===== config.mk =====
export PLATFORM = sky130hd
export DESIGN_NAME = demux_1x8
export DESIGN_NICKNAME = d
export VERILOG_FILES = /design/src/rtl/demux_1x8.sv
export SDC_FILE = /design/constraint.sdc
export NUM_CORES = 1
export LEC_CHECK = 0
export BUFFER_PORTS_ARGS = -buffer_cell sky130_fd_sc_hd__buf_2
export CORE_ASPECT_RATIO = 0.9
export CORE_MARGIN = 2
export CORE_UTILIZATION = 28
export DETAILED_ROUTE_END_ITERATION = 8
export GPL_ROUTABILITY_DRIVEN = 1
export PLACE_DENSITY = 0.56
export RECOVER_POWER = 25
export SYNTH_ARGS = -nofsm -noshare
export SYNTH_HDL_FRONTEND = slang
export SYNTH_SLANG_ARGS = --single-unit

===== constraint.sdc =====
create_clock -name clk -period 2.3 [get_ports clk]
set_input_delay 0.46 -clock clk [delete_from_list [all_inputs] [get_ports clk]]
set_output_delay 0.46 -clock clk [all_outputs]
set_load 0.02 [all_outputs]

===== src/rtl/demux_1x8.sv =====
// 1-to-8 registered demultiplexer: each of eight lanes holds one word until acked.
// Optional macro DEMUX_AUTO_SEL_EN replaces sel with an internal round-robin lane pointer.
module demux_1x8 #(
    parameter int WIDTH = 4
) (
    input  logic               clk,
    input  logic               rst_n,
    input  logic [WIDTH-1:0]   in_data,
    input  logic               in_valid,
    output logic               in_ready,
    input  logic [2:0]         sel,
    output logic [8*WIDTH-1:0] out_bus,
    output logic [7:0]         out_valid,
    input  logic [7:0]         out_ack,
    output logic [2:0]         cur_sel
);

    logic [WIDTH-1:0] lane_p0 [8];
    logic [7:0]       vld_p0;
    logic [2:0]       sel_w;
    logic             accept;

`ifdef DEMUX_AUTO_SEL_EN
    logic [2:0] ptr_q;
    logic [2:0] unused_sel;

    assign unused_sel = sel;
    assign sel_w      = ptr_q;

    // Pointer advances only on an accepted write, so a stalled lane holds it.
    always_ff @(posedge clk or negedge rst_n) begin
        if (!rst_n) begin
            ptr_q <= 3'd0;
        end else if (accept) begin
            ptr_q <= ptr_q + 3'd1;
        end
    end
`else
    assign sel_w = sel;
`endif

    assign cur_sel  = sel_w;
    assign in_ready = ~vld_p0[sel_w] | out_ack[sel_w];
    assign accept   = in_valid & in_ready;

    // Lane registers: a write to a lane takes priority over its ack.
    always_ff @(posedge clk or negedge rst_n) begin
        if (!rst_n) begin
            vld_p0 <= 8'h00;
            for (int n = 0; n < 8; n++) begin
                lane_p0[n] <= '0;
            end
        end else begin
            for (int n = 0; n < 8; n++) begin
                if (accept && (sel_w == 3'(n))) begin
                    lane_p0[n] <= in_data;
                    vld_p0[n]  <= 1'b1;
                end else if (out_ack[n]) begin
                    vld_p0[n]  <= 1'b0;
                end
            end
        end
    end

    for (genvar g = 0; g < 8; g++) begin : g_bus
        assign out_bus[g*WIDTH +: WIDTH] = lane_p0[g];
    end

    assign out_valid = vld_p0;

endmodule


# Yosys cells after proc, flatten, opt, wreduce, memory -nomap -nowiden
# Index checks and enable logic that the tools add are counted.
# classes
bitwise	3
reduce_logical	17
muxes	20
eq_ne	7
magnitude_cmp	1
# op_table
op	n
$mux W1	18
$reduce_bool A2 Y1	8
$eq A3 B3 Y1 const B	4
$logic_and A1 B1 Y1	8
$bmux W1 S3	2
$eq A3 B2 Y1 const B	2
$lt A3 B4 Y1 const B	1
$eq A3 B1 Y1 const B	1
$logic_not A3 Y1	1
$and A1 B1 Y1	1
$not A1 Y1	1
$or A1 B1 Y1	1
# totals
out_inout_bits	44
ff_bits	40
wordCells	64

# Depth between registers and ports, before layout
# depth
depth_word	7
depth_mapped	4
mapped_depth_nobuf	3

# Worst setup path after synthesis
# No wires, ideal clock.
# synth_path
path_type	input port to output port
from	input port sel[1]
to	output port in_ready
path_slack_ps	396
cell_stages	3
required_ps	1840
arrival_ps	1444
path_buffers	1
cell_sequence	buf_4 > mux2_2 > mux4_2
# synth_via
elab_chain_len	4
word_cells_on_any_way	6
cone_classes	mux (4); bitwise (2)
# synth_lines
item	line_no	source
start, declared	11	input logic [2:0] sel,
$bmux W1 S3	43	assign in_ready = ~vld_p0[sel_w] | out_ack[sel_w];
$mux W1 (implied by the code)	43	
$not A1 Y1	43	
$or A1 B1 Y1 (*)	43	
end, declared	10	output logic in_ready,
# Every way passes the cells marked *; elsewhere a longest branch is shown, timed or not. The select of a mux whose other input is x is not followed.

# Worst setup path after layout
# layout_path
from	register vld_p0[7], in the netlist out_valid[7]
to	output port in_ready
# layout_via
elab_chain_len	4
# layout_lines
item	line_no	source
start, declared	19	logic [7:0] vld_p0;
start signal, assigned	49	vld_p0 <= 8'h00;
start signal, assigned by index	57	vld_p0[n] <= 1'b1;
start signal, assigned by index	59	vld_p0[n] <= 1'b0;
$bmux W1 S3	43	
$mux W1 (implied by the code)	43	
$not A1 Y1	43	
$or A1 B1 Y1	43	
# Every way passes these cells. The select of a mux whose other input is x is not followed.

==> impl_results.md <==
* Status: complete, but fails checks
* Violated checks: max-capacitance violations, max-slew violations
* I/O Pins at 62
* Reg area at 1000 um2
* R2r setup slk at 0.81 ns
* # H-tree levels at 2
* Critical path launch point type: flop
* First-pass GRT wire length at 5950 um
* Post-synthesis mux area share at 24.0%
* Worst-path fanout max at 3
* Most frequent cells in the layout: 61 x buf_2, 40 x dfrtp_1, 29 x mux2_2, 7 x clkbuf_8
* Worst R2R Start: out_valid[3]
* Combinational share of power at 26.1%
* Clk root buf: clkbuf_8
* Yosys warnings at 0
* Number of global-route vias before repair at 1,098
* Drt pass-1 iters at 6
* GR Util All Layers at 11.7%
* Routed WL at 3740 um
* RSZ-0062 raised after global routing: false
* Total CTS buffers at 5
* CTS tree: built
* Largest cells by area after synthesis: dfrtp_1 59%, mux2_2 19%, nor4b_4 2.8%
* Post-synthesis instance total at 111
* Row cnt at 26
* Post-Syn Nets at 129
* DRT iter0 DRCs at 56
* Fill cells at 574
* Post-Synth Adder-Cell Area at 0%
* Share of cells above drive strength 1 at 62.7%
* DR vias at 1,118
* Worst Hold Launch: out_ack[0]
* Largest family of logic cells by synthesized area: multiplexers
* Worst vdd ir at 0.371 mV
* Critical path data arrival time at 1.70 ns
* CTS max path bufs at 2
* Die area at 6660 um2
* Mapped Area at 1690 um2
* Largest net degree at the start of global routing at 41
* Post-CTS Setup Bufs at 0
* Clock Latency Late Sink at 0.28 ns
* Initial core utilization at 29.3%
* Clock power share at 30.1%
* Synth Area in Compound Gates at 0.593%
* Leak Pwr at 0.00107 uW
* Setup TNS at 0 ns
* CP endpoint: in_ready
* Clock transition at the registers of the reported paths at 0.08 ns
* Worst path max stage delay at 0.47 ns
* Power per Cell Area at 934 nW/um2
* WP data required at 1.84 ns
* # DRC at 0
* P&R area growth vs syn at 29.9%
* Reg power frac at 43.9%
* Max stage delay cell, worst path: mux4_2
* Grt total ovfl at 0
* CTS hold repair buffers at 0
* Worst Skew at 0.00585 ns
* Final max-slew violation count at 41
* Commonest non-fill, non-tap cell in the layout: buf_2
* Max-Cap Viols at 1
* Synth cell types at 21
* Setup slack after layout at 0.142 ns
* Dpl ws at 0.205 ns
* Leading area contributor after synthesis: dfrtp_1
* XOR/XNOR Fraction of Synth Area at 0%
* Tcrit/Tclk final at 93.8%
* Net Sw Frac at 30.0%
* Sequential share of the synthesized area at 59.3%
* Core area at 5760 um2
* Post-DP HPWL at 2720 um
* R2R Path End: out_bus[14]
* Multi-input gate area at 658 um2
* R2R cell count at 3
* FF+latch count, synth at 40
* Crit path from: out_valid[7]
* Achievable Freq at 463 MHz
* Worst setup EP type: output port
* Die height at 77.6 um
* Vias per inst at 4.53
* Die extent in x at 85.8 um
* Least-Margin Pin Slew at 1.80 ns
* Hold Vio Cnt, Final at 0
* GPL Wtd Cong at 0.754
* Total internal power at 1430 uW
* Mean Syn Cell Area at 15.2 um2
* Final #Nets at 194
* Min Tclk post-route at 2.16 ns
* CP cell instances: nor2b_1 > mux2i_1 > mux4_2 > buf_2
* Antenna diodes at 0
* NetSw at 613 uW
* Average routed wire per standard cell at 15.2 um
* Simple-gate share of the synthesized area at 14.3%
* Setup CP Type: flop to output port
* Hold WC Path Type: input pin to flop
* CTS Sinks at 40
* Port Buffer Count at 61
* Initial antenna violation count at 0
* ANT nets after route at 0
* Yosys top cell area share at 59.3%
* Max transition margin at -19.7%
* Cts repair resizes at 0
* Setup violations, final at 0
[through the flow]
stage               cells  hold WS, ns  power (uW)  utilization, %  instance area [um2]
floorplan             111        0.164        1240               -                 1690
global route          247        0.502        2160            38.0                 2190
detailed placement    239        0.447        1460            35.9                 2070
CTS                   247        0.139        2080            38.1                 2200
finish                247        0.487        2050            38.0                 2190
global placement      239        0.452        1450            35.9                 2070
[power groups by stage]
stage / Combinational (uW) / Clock [uW] / Sequential [uW]
finish: 533 / 615 / 897
global route: 569 / 674 / 916
CTS: 545 / 639 / 899
detailed placement: 545 / 0 / 912
global placement: 539 / 0 / 912
floorplan: 153 / 0 / 1080
[flip-flops by register name (all words and copies together), names as in the netlist]
name and cells:
out_bus 32, out_valid 8
[metal layers]
metal | vias to the layer above | part of all wire, % | track usage (%)
met4 | 0 | 0.72 | 3.81
met3 | 2 | 4.9 | 2.87
met1 | 565 | 49 | 16.9
li1 | 514 | - | -
met2 | 37 | 45 | 17.3
met5 | - | 0 | 0
[Yosys cell counts]
library cell / count
nor2_1: 1
a21oi_1: 2
nor2b_2: 1
nor4b_4: 2
nand2_2: 2
nand4_1: 1
nand2_1: 4
buf_4: 4
nor3_4: 1
nand2b_1: 4
mux2_1: 4
dfrtp_1: 40
nand3_1: 1
mux2_2: 29
or2_2: 4
nand4b_1: 2
nor3b_4: 1
nor2b_1: 4
mux4_2: 1
mux2i_1: 1
nor3b_1: 2
[final cells by class]
| class | count | area share, % |
|---|---|---|
| Sequential cell | 40 | 45.7 |
| Tap cell | 70 | 4.00 |
| Timing Repair Buffer | 62 | 14.5 |
| Clock inverter | 1 | 1.37 |
| Multi-Input combinational cell | 67 | 30.0 |
| Clock buffer | 7 | 4.40 |
[cell families after synthesis]
| group | Yosys count |
|---|---|
| simple gates | 30 |
| compound gates | 2 |
| flops | 40 |
| buf+inv | 4 |
| mux | 35 |
[critical path, delay by kind of cell (launching register included)]
kind                   cells  cell delay (ns)
and+or+nand+nor            1             0.32
muxes                      2             0.59
buffers and inverters      1             0.17
DFF                        1             0.34
[worst min-delay path by stage]
stage	to	cells past startpoint	slack (ns)
after floorplan	out_bus[0]	0	0.16
after global placement	out_valid[2]	2	0.45
after detailed placement	out_valid[2]	2	0.45
after CTS	out_valid[3]	2	0.14
after global routing	out_valid[0]	3	0.50
final	out_valid[0]	3	0.49
Note: power is estimated with default switching activity, not from simulation.
